**src/rtl/up_down_cmd_gen.sv**
```systemverilog
// up_down_cmd_gen
// Command-side master for an up/down counter. Accepts a target value over a
// valid/ready handshake, then drives the counter's load/up/down inputs until
// the counter output equals the target. A far target is reached with one
// load. A near target is reached with single steps.
//
// Ports:
//   i_clk, i_rst          clock (rising edge), async active-high reset
//   i_req_valid/o_req_ready/i_req_target   request handshake and target value
//   i_abort               cancel the request in progress (ignored in IDLE)
//   i_cnt_value/high/low  counter observation: value, all-ones flag, zero flag
//   o_load/o_in/o_up/o_down  commands to the counter (o_in is always target_r)
//   o_busy/o_done/o_err   status: not idle, reached pulse, stall/saturation pulse
//   o_steps               commands issued for the current/last request (saturating)
module up_down_cmd_gen #(
  parameter int DATA_WIDTH     = 5,
  parameter int LOAD_THRESHOLD = 8
) (
  input  logic                  i_clk,
  input  logic                  i_rst,
  input  logic                  i_req_valid,
  output logic                  o_req_ready,
  input  logic [DATA_WIDTH-1:0] i_req_target,
  input  logic                  i_abort,
  input  logic [DATA_WIDTH-1:0] i_cnt_value,
  input  logic                  i_cnt_high,
  input  logic                  i_cnt_low,
  output logic                  o_load,
  output logic [DATA_WIDTH-1:0] o_in,
  output logic                  o_up,
  output logic                  o_down,
  output logic                  o_busy,
  output logic                  o_done,
  output logic                  o_err,
  output logic [DATA_WIDTH-1:0] o_steps
);

  typedef enum logic [2:0] {
    S_IDLE, S_EVAL, S_LOAD, S_UP, S_DOWN, S_WAIT, S_DONE, S_ERR
  } state_e;

  localparam int unsigned THR = LOAD_THRESHOLD;
  localparam logic [DATA_WIDTH-1:0] ONE = {{(DATA_WIDTH-1){1'b0}}, 1'b1};

  state_e                state_q, state_d;
  logic [DATA_WIDTH-1:0] target_q, target_d;
  logic [DATA_WIDTH-1:0] snap_q, snap_d;
  logic [DATA_WIDTH-1:0] steps_q, steps_d;

  logic [DATA_WIDTH:0]   diff;
  logic                  tgt_gt;
  logic                  cmd_load, cmd_up, cmd_down;

  // Step commands are withheld when the counter is already pinned, so a wrap
  // is never requested.
  assign cmd_load = (state_q == S_LOAD);
  assign cmd_up   = (state_q == S_UP)   && !i_cnt_high;
  assign cmd_down = (state_q == S_DOWN) && !i_cnt_low;

  always_comb begin
    state_d  = state_q;
    target_d = target_q;
    snap_d   = snap_q;
    steps_d  = steps_q;

    tgt_gt = (target_q > i_cnt_value);
    if (tgt_gt) diff = {1'b0, target_q} - {1'b0, i_cnt_value};
    else        diff = {1'b0, i_cnt_value} - {1'b0, target_q};

    if ((cmd_load || cmd_up || cmd_down) && (steps_q != {DATA_WIDTH{1'b1}}))
      steps_d = steps_q + ONE;

    case (state_q)
      S_IDLE: begin
        if (i_req_valid) begin
          target_d = i_req_target;
          steps_d  = '0;
          state_d  = S_EVAL;
        end
      end
      S_EVAL: begin
        // Snapshot lets WAIT tell whether the counter actually moved.
        snap_d = i_cnt_value;
        if (diff == '0)                 state_d = S_DONE;
        else if (32'(diff) > THR)       state_d = S_LOAD;
        else if (tgt_gt)                state_d = S_UP;
        else                            state_d = S_DOWN;
      end
      S_LOAD: state_d = S_WAIT;
      S_UP:   state_d = i_cnt_high ? S_ERR : S_WAIT;
      S_DOWN: state_d = i_cnt_low  ? S_ERR : S_WAIT;
      S_WAIT: state_d = (i_cnt_value == snap_q) ? S_ERR : S_EVAL;
      S_DONE: state_d = S_IDLE;
      S_ERR:  state_d = S_IDLE;
      default: state_d = S_IDLE;
    endcase

    // Abort wins over every transition except acceptance in IDLE.
    if (i_abort && (state_q != S_IDLE)) state_d = S_IDLE;
  end

  always_ff @(posedge i_clk or posedge i_rst) begin
    if (i_rst) begin
      state_q  <= S_IDLE;
      target_q <= '0;
      snap_q   <= '0;
      steps_q  <= '0;
    end else begin
      state_q  <= state_d;
      target_q <= target_d;
      snap_q   <= snap_d;
      steps_q  <= steps_d;
    end
  end

  assign o_req_ready = (state_q == S_IDLE);
  assign o_busy      = (state_q != S_IDLE);
  assign o_done      = (state_q == S_DONE);
  assign o_err       = (state_q == S_ERR);
  assign o_load      = cmd_load;
  assign o_up        = cmd_up;
  assign o_down      = cmd_down;
  assign o_in        = target_q;
  assign o_steps     = steps_q;

endmodule

```
**config.mk**
```make
export PLATFORM = sky130hd
export DESIGN_NAME = up_down_cmd_gen
export DESIGN_NICKNAME = d
export VERILOG_FILES = /design/src/rtl/up_down_cmd_gen.sv
export SDC_FILE = /design/constraint.sdc
export NUM_CORES = 1
export LEC_CHECK = 0
export ABC_CLOCK_PERIOD_IN_PS = 3330
export BUFFER_PORTS_ARGS = -buffer_cell sky130_fd_sc_hd__buf_2
export CORE_ASPECT_RATIO = 0.6
export CORE_UTILIZATION = 55
export DETAILED_ROUTE_END_ITERATION = 10
export PLACE_DENSITY = 0.78
export SLEW_MARGIN = 15
export SYNTH_ARGS = -nofsm -noshare
export SYNTH_HDL_FRONTEND = slang
export SYNTH_SLANG_ARGS = --single-unit
```
**constraint.sdc**
```tcl
create_clock -name i_clk -period 3.33 [get_ports i_clk]
set_input_delay 0.4995 -clock i_clk [delete_from_list [all_inputs] [get_ports i_clk]]
set_output_delay 0.4995 -clock i_clk [all_outputs]
set_load 0.02 [all_outputs]
```
======== Word-level counts from Yosys, hierarchy flattened ========
Index checks and enable logic that the tools add are counted.
W data, S select, Z words.
storage, ports and cells
  output and inout bits ................... 17
  flip-flop bits (word level) ............. 18
cells by class
  $lt $le $gt $ge ......................... 2
  reductions and logical operators ........ 13
  mux-type cells .......................... 13
  equal/unequal tests ..................... 10
  add/subtract/negate cells ............... 3
operators with widths
  operator               count
  $pmux W3 S7            1
  $mux W3                6
  $mux W5                3
  $eq A3 B3 Y1 const B   4
  $sub A5 B5 Y6          2
  $eq A3 B2 Y1 const B   2
  $gt A6 B4 Y1 const B   1
  $logic_not A6 Y1       1
  $mux W6                1
  $add A5 B1 Y5 const B  1
  $eq A5 B5 Y1           1
  $gt A5 B5 Y1           1
  $ne A5 B5 Y1 const B   1
  $logic_and A1 B1 Y1    4
  $mux W2                2
  $eq A3 B1 Y1 const B   1
  $logic_not A3 Y1       1
  $ne A3 B2 Y1 const B   1
  $reduce_bool A3 Y1     1
  $logic_not A1 Y1       2
  $logic_or A1 B1 Y1     2
  $reduce_and A2 Y1      1
  $reduce_or A2 Y1       1

======== Logic depth before layout (Yosys ltp) ========
Gate-level depths: netlist of the first run.
  depth in word-level cells ............... 8
  gate-level depth with buffers ........... 9

======== Worst setup path after synthesis of the first run ========
No wires, ideal clock.
  path kind ............................... reg2reg
  start ................................... register target_q[0], in the netlist o_in[0]
  end ..................................... register state_q[2]
  stages on the path, launching flop included .. 10
  setup slack ............................. 0.841 ns
  arrival time ............................ 2.385 ns
  buffers on the path ..................... 0
  period minus slack after synthesis ...... 2.489 ns
  cells stage by stage .................... dfrtp_1 > inv_1 > ha_1 > fa_1 > and2b_2 > nor4_1 > a221o_1 > mux2i_2 > o2111ai_2 > o41ai_2
on the way
  cells in the longest elaborated chain, start to end .. 7
  elaborated cells on any way between the ends .. 11
  those cells by class .................... add/sub: 2; order compare: 2; mux: 6; reduce/logical: 1
RTL lines
  element                                      line  RTL
  from (decl)                                  46    logic [DATA_WIDTH-1:0] target_q, target_d;
  from (signal assigned)                       110   target_q <= target_d;
  $sub A5 B5 Y6, or another cell as far along  68    else diff = {1'b0, i_cnt_value} - {1'b0, target_q};
  $mux W6                                      67    if (tgt_gt) diff = {1'b0, target_q} - {1'b0, i_cnt_value};
  $gt A6 B4 Y1                                 85    else if (32'(diff) > THR) state_d = S_LOAD;
  $mux W3                                      85
  $mux W3 *                                    84    if (diff == '0) state_d = S_DONE;
  $pmux W3 S7 *                                73    case (state_q)
  $mux W3 *                                    99    if (i_abort && (state_q != S_IDLE)) state_d = S_IDLE;
  to (signal assigned)                         109   state_q <= state_d;
  to (decl)                                    45    state_e state_q, state_d;
Mark *: on every way between the ends. The rest lies on a longest branch, timed or not.
A chain may end at the register's enable or synchronous reset.

======== Worst setup path after layout of the first run ========
  start ................................... register target_q[2], in the netlist o_in[2]
  end ..................................... register state_q[2]
The elaborated chain is that of the path after synthesis.

==> out/metrics.cfg, run 1 <==
[critical_path]
reg2reg_from = o_in[2]
path_class = flop to flop
required_ns = 3.48
r2r_setup_slack_ns = 0.59
reg2regPathDepth = 7
reg2reg_to = state_q[2]
crit_arrival_ns = 2.89
cp_max_fo = 12
end_kind = flop
worst_setup_path_start_kind = flop

[clocking]
post_cts_buffers = 0
cts_tree = built
cts_root_buf = clkbuf_8
htreeDepth = 1
ctsHoldBuffers = 0
insertion_delay_ns = 0.26
clockBufferDepth = 2
clock_sinks = 18
path_clk_slew_ns = 0.07
cts_made_buffers = 3
cts_resized = 0

[final_layout]
final_util = 0.684
diodes = 0
fillCellCount = 217
drive_gt1_frac = 0.261
mostFrequentLayoutCells = buf_2 (32), dfrtp_1 (18), inv_1 (16)
syn_to_final_growth_pct = 12.7
nets = 234
final_common_cell = buf_2

[synthesis]
yosysSeqAreaShare = 0.283
async_reset_ff_frac = 1.00
synthFlopType = dfrtp_1
netlist_area_um2 = 1590
synth_area_leaders = dfrtp_1 (28%), ha_1 (9.4%), xnor2_1 (3.8%)
ys_ff_latch = 18
synthCells = 175
synth_top_area_share = 0.283
yosys_warnings = 0
synth.avg_cell_area_um2 = 9.11
yosys.area.top_type = dfrtp_1
synth_nets = 205
synth_edf_count = 0
synth.distinct_cells = 56

[detailed_routing]
wl_per_cell_um = 16.3
viasPerCell = 5.97
drcViolationCount = 0
drt_first_pass_iters = 4
drt_iter0_markers = 104
vias = 1404
finalWirelength_um = 3840
antenna_left = 0

[timing]
fin_tns_setup_ns = 0
relSlewSlack = 0.517
fmax_mhz = 365
hold_viol = 0
finalSetupViolations = 0
slew_violations = 0
fin_skew_ns = 0.00667
period_share = 0.824
rsz0062_at_grt = no
worst_pin_slew_ns = 0.724
fin_crit_ns = 2.74
setup_ws_ns = 0.588

[floorplan]
die_area_um2 = 3120
floorplan.initialDensity = 0.607
fp.dieH_um = 43.7
num_rows = 14
ioPinCount = 33
die_w_um = 71.5
coreArea_um2 = 2630

[place]
io_buffers = 32
dp_slack_ns = 0.388
gp_congestion = 1.05
hpwlAfterDp_um = 3040

[grt]
first_global_vias = 1407
grt_pass1_wl_um = 6580
grt_overflow = 0
grt_max_degree = 19
grt_use_total = 0.278
antenna_found_initial = 0

[hold_path]
hold_path.class = input pin to async pin

[status]
status = complete, no violations

[pwr]
peakVddDrop_mv = 0.547
finalPower_mw = 1.69
p_leak_nw = 0.889
p_sw_mw = 0.828
clkPwrFrac = 0.108
seqPwrFrac = 0.226
p_int_mw = 0.860
power.density_nw_per_um2 = 939
p_sw_frac = 0.490
p_comb_frac = 0.666

[run]
max-cap-violations = 0

[synthesized netlist by cell type (all sizes together) (3+ instances only)]
cell,count
and2,3
a211oi,3
nand2b,3
a21oi,6
buf,5
mux2i,3
nand4,4
mux2,6
inv,16
dfrtp,18
xnor2,7
o21ai,12
clkbuf,3
nand2,14
xor2,4
nor2b,3
and3,3
ha,12
nor2,15
[power by group through the flow]
stage,Combinational [mW],Clock (mW),Sequential [mW]
final,1.12,0.181,0.382
after global routing,1.23,0.195,0.395
after CTS,1.11,0.187,0.381
after detailed placement,1.09,0,0.385
after global placement,1.06,0,0.375
after floorplan,0.852,0,0.403
[registers in the layout, indices dropped and copies added, names as in the netlist]
register	flops
o_in	5
o_steps	5
snap_q	5
state_q	3
[metal layers]
layer  global-route usage  vias to the layer above  wire length, um
met2                0.446                       61             1770
li1                     -                      669                -
met5                    0                        -                0
met3               0.0837                        2              311
met1                0.376                      672             1750
met4               0.0706                        0                9
[layout make-up]
type / instances / area [um2] / share of cell area
Clock buffer: 4 / 55.1 / 0.0306
Inverter: 16 / 60.1 / 0.0334
Multi-Input combinational cell: 133 / 1030 / 0.574
Sequential cell: 18 / 450 / 0.251
Tap cell: 32 / 40.0 / 0.0223
Timing Repair Buffer: 32 / 160 / 0.0891
[stage by stage]
step | cell area, um2 | hold WS, ns | std cells
floorplan | 1590 | 0.438 | 175
global placement | 1740 | 0.511 | 231
detailed placement | 1740 | 0.517 | 231
CTS | 1800 | 0.386 | 235
global route | 1800 | 0.409 | 235
finish | 1800 | 0.353 | 235
[cells by family after synthesis]
family / share of synthesized area
simple gates: 0.210
mux: 0.0659
compound gates: 0.192
xor+xnor: 0.0604
flops: 0.283
fa+ha+maj: 0.119
buf+inv: 0.0706
[critical path, stage by stage (launching register included)]
cell and delay, ns:
dfrtp_1 0.41, ha_1 0.48, and2b_2 0.30, nor4_1 0.35
a221o_1 0.21, mux2i_2 0.38, o2111ai_2 0.17, o41ai_2 0.34
[how the worst max path moves through the flow]
stage | startpoint | endpoint | slack, ns | cells after the start
2_1_floorplan | o_in[0] | state_q[2] | 0.84 | 9
3_3_place_gp | i_cnt_value[2] | state_q[2] | 0.49 | 9
3_5_place_dp | i_cnt_value[2] | state_q[2] | 0.39 | 9
4_1_cts | o_in[2] | state_q[2] | 0.63 | 7
5_1_grt | o_in[0] | state_q[2] | 0.37 | 9
6_report | o_in[2] | state_q[2] | 0.59 | 7
Power figures use the tool's default switching activity.
==> run 2, diff against run 1 <==
--- a/config.mk
+++ b/config.mk
@@ -5,12 +5,13 @@
 export SDC_FILE = /design/constraint.sdc
 export NUM_CORES = 1
 export LEC_CHECK = 0
-export ABC_CLOCK_PERIOD_IN_PS = 3330
+export ABC_AREA = 1
+export ABC_CLOCK_PERIOD_IN_PS = 2300
 export BUFFER_PORTS_ARGS = -buffer_cell sky130_fd_sc_hd__buf_2
 export CORE_ASPECT_RATIO = 0.6
-export CORE_UTILIZATION = 55
+export CORE_UTILIZATION = 50
 export DETAILED_ROUTE_END_ITERATION = 10
-export PLACE_DENSITY = 0.78
+export PLACE_DENSITY = 0.75
 export SLEW_MARGIN = 15
 export SYNTH_ARGS = -nofsm -noshare
 export SYNTH_HDL_FRONTEND = slang
==> constraint.sdc (replaced) <==
create_clock -name i_clk -period 2.3 [get_ports i_clk]
set_input_delay 0.345 -clock i_clk [delete_from_list [all_inputs] [get_ports i_clk]]
set_output_delay 0.345 -clock i_clk [all_outputs]
set_load 0.02 [all_outputs]
==> run 2 against run 1 <==
Hold slack got worse by 0.17 ns. Die area rose by 11%. Area after synthesis up 1.7%.
==> out/metrics.cfg, run 2 <==
[status]
status = complete, no violations

[clocking]
insertion_delay_ns = 0.25  ; about the same
clock_sinks = 18  ; unchanged
cts_root_buf = clkbuf_8
cts_tree = built
clockBufferDepth = 2  ; unchanged
htreeDepth = 1  ; unchanged
cts_made_buffers = 3  ; unchanged
ctsHoldBuffers = 0  ; unchanged
path_clk_slew_ns = 0.07  ; about the same

[final_layout]
design_area_um2 = 1960  ; +9.3%
nets = 305  ; +30%
diodes = 0  ; unchanged
mostFrequentLayoutCells = nand2_1 (50), buf_2 (32), inv_1 (30)
final_common_cell = nand2_1
syn_to_final_growth_pct = 21.1
drive_gt1_frac = 0.292  ; +0.0309

[grt]
grt_use_total = 0.244  ; -0.0342
grt_max_degree = 19  ; unchanged
antenna_found_initial = 0  ; unchanged
grt_overflow = 0  ; unchanged
grt_pass1_wl_um = 6060  ; -8.0%
first_global_vias = 1251  ; -11%

[pwr]
p_comb_frac = 0.703  ; +0.037
p_leak_nw = 1.07  ; +21%
clkPwrFrac = 0.090  ; -0.018
p_sw_mw = 1.53  ; +85%
p_int_mw = 1.36  ; +58%
power.density_nw_per_um2 = 1470  ; +57%
p_sw_frac = 0.530  ; +0.0393
peakVddDrop_mv = 0.673  ; +23%
seqPwrFrac = 0.208  ; -0.018
finalPower_mw = 2.89  ; +72%

[synthesis]
synth_area_leaders = dfrtp_1 (28%), nand2_1 (13%), ha_1 (9.3%)
synth_top_family_by_area = simple AND/OR/NAND/NOR gates
yosys_warnings = 0  ; unchanged
synth.avg_cell_area_um2 = 6.93  ; -24%
async_reset_ff_frac = 1.00  ; unchanged
synthFlopType = dfrtp_1
yosys.area.top_type = dfrtp_1
synth_top_area_share = 0.278  ; -0.00480
synth_edf_count = 0  ; unchanged
yosysSeqAreaShare = 0.278  ; -0.00480
synthSimpleGateAreaFrac = 0.356  ; +0.146
synth_commonest_cells = nand2_1 (54), inv_1 (32), nor2_1 (24)
ys_ff_latch = 18  ; unchanged
netlist_area_um2 = 1620  ; +1.7%
synth_fa_ha_area_frac = 0.117  ; -0.00203
yosysMostFrequentCell = nand2_1
synth.mux.area_fraction = 0  ; -0.0659
synth-compound-area-share = 0.100  ; -0.0912
synthCells = 234  ; +34%
synth-xor-area-share = 0.0324  ; -0.0280
synth.distinct_cells = 30  ; -46%
synth_nets = 264  ; +29%

[hold_path]
hold_path.class = input pin to async pin

[critical_path]
path_class = flop to flop
cp_max_fo = 7  ; -5
required_ns = 2.48  ; -1.00 ns
crit_arrival_ns = 2.42  ; -0.47 ns
end_kind = flop
worst_setup_path_start_kind = flop

[place]
gp_congestion = 0.919  ; -13%
hpwlAfterDp_um = 3170  ; +4.3%
dpl_cell_area_um2 = 1810  ; +4.0%
io_buffers = 32  ; unchanged

[timing]
finalSetupViolations = 0  ; unchanged
fmax_mhz = 447  ; +23%
fin_crit_ns = 2.23  ; -0.507 ns
slew_violations = 0  ; unchanged
worst_pin_slew_ns = 0.672  ; -0.0521 ns
period_share = 0.972  ; +0.148
relSlewSlack = 0.552  ; +0.0348
fin_skew_ns = 0.00393  ; -0.00274 ns
rsz0062_at_grt = yes
hold_viol = 0  ; unchanged

[detailed_routing]
drt_iter0_markers = 85  ; -18%
viasPerCell = 5.08  ; -15%
vias = 1606  ; +14%
drt_first_pass_iters = 5  ; +1
finalWirelength_um = 4090  ; +6.5%
drcViolationCount = 0  ; unchanged
antenna_left = 0  ; unchanged
wl_per_cell_um = 12.9  ; -21%

[floorplan]
coreArea_um2 = 2980  ; +14%
floorplan.initialDensity = 0.543  ; -0.0633
die_area_um2 = 3480  ; +11%
fp.dieH_um = 46.1  ; +5.5%
ioPinCount = 33  ; unchanged
die_w_um = 75.5  ; +5.6%
num_rows = 15  ; +1

[run]
max-cap-violations = 0  ; unchanged

-- run 2: cell types whose count changed after synthesis, moves of 4 or more --
cell,before,now
nand2_2,0,4
nor2_1,15,24
o21ai_0,9,5
mux2_2,5,0
a21oi_1,5,10
xnor2_1,7,2
inv_2,0,9
o21ai_1,2,13
nand3_1,2,18
nand2_4,0,4
nand2_1,14,54
inv_1,16,32
-- run 2: critical path, stage by stage (launching register included) --
cell	delay (ns)
dfrtp_1	0.39
inv_2	0.07
ha_4	0.17
fa_2	0.40
inv_2	0.08
nand4_1	0.12
nand3_4	0.18
nand2_4	0.09
nand2_2	0.06
nand2_2	0.06
nor2_4	0.12
nand2_1	0.07
nand2_2	0.08
nand4_1	0.09
a21oi_1	0.17
-- run 2: cells by family (layout without fill, tap and decap cells) --
logic type      count (synthesis)  after routing
buf+inv                        46             86
xor+xnor                        6              6
fa+ha+maj                      14             14
simple gates                  119            119
compound gates                 31             31
flops                          18             18
-- run 2: power by group through the flow --
stage               sequential (mW)  combinational (mW)  clock [mW]
floorplan                     0.667                1.32           0
global placement              0.595                1.74           0
detailed placement            0.601                1.77           0
CTS                           0.596                1.77       0.264
global route                  0.617                2.26       0.278
finish                        0.601                2.03       0.260
-- run 2: path summary, 6_finish.rpt --
| check | startpoint | endpoint | slack, ns | cells after the start |
|---|---|---|---|---|
| max | o_in[0] | state_q[0] | 0.07 | 14 |
| min | i_rst | snap_q[2] | 0.18 | 2 |
| max reg2reg | o_in[0] | state_q[0] | 0.07 | 14 |
| min reg2reg | o_steps[0] | o_steps[0] | 0.53 | 1 |
| max in group asynchronous | i_rst | o_in[1] | 1.69 | 2 |
| min in group i_clk | i_req_target[4] | o_in[4] | 0.31 | 3 |
-- run 2: stage by stage --
| stage | setup WS [ns] | util | std cells | hold WS (ns) | setup TNS, ns |
|---|---|---|---|---|---|
| after floorplan | 0.0998 | - | 234 | 0.284 | 0 |
| after global placement | 0.0541 | 0.607 | 305 | 0.481 | 0 |
| after detailed placement | 0.00553 | 0.607 | 305 | 0.482 | 0 |
| after CTS | 0.0259 | 0.625 | 309 | 0.209 | 0 |
| after global routing | -0.105 | 0.658 | 316 | 0.256 | -0.191 |
| final | 0.0651 | 0.658 | 316 | 0.178 | 0 |
-- run 2: what timing repair did --
item	CTS	global route
setup endpoints to repair	0	3
buffers inserted	0	7
hold endpoints to repair	0	0
resized for setup	0	14
-- run 2: cell type report --
type	count	area [um2]
Multi-Input combinational cell	170	1020
Fill cell	275	1020
Sequential cell	18	450
Timing Repair Buffer	40	224
Inverter	42	158
Clock buffer	4	55.1
Tap cell	42	52.6
-- run 2: layer usage --
| metal | vias to the layer above | global-route usage | wire (um) |
|---|---|---|---|
| met1 | 727 | 0.416 | 2120 |
| met5 | - | 0 | 0 |
| met2 | 62 | 0.300 | 1680 |
| li1 | 815 | - | - |
| met4 | 0 | 0.0444 | 14 |
| met3 | 2 | 0.0525 | 275 |
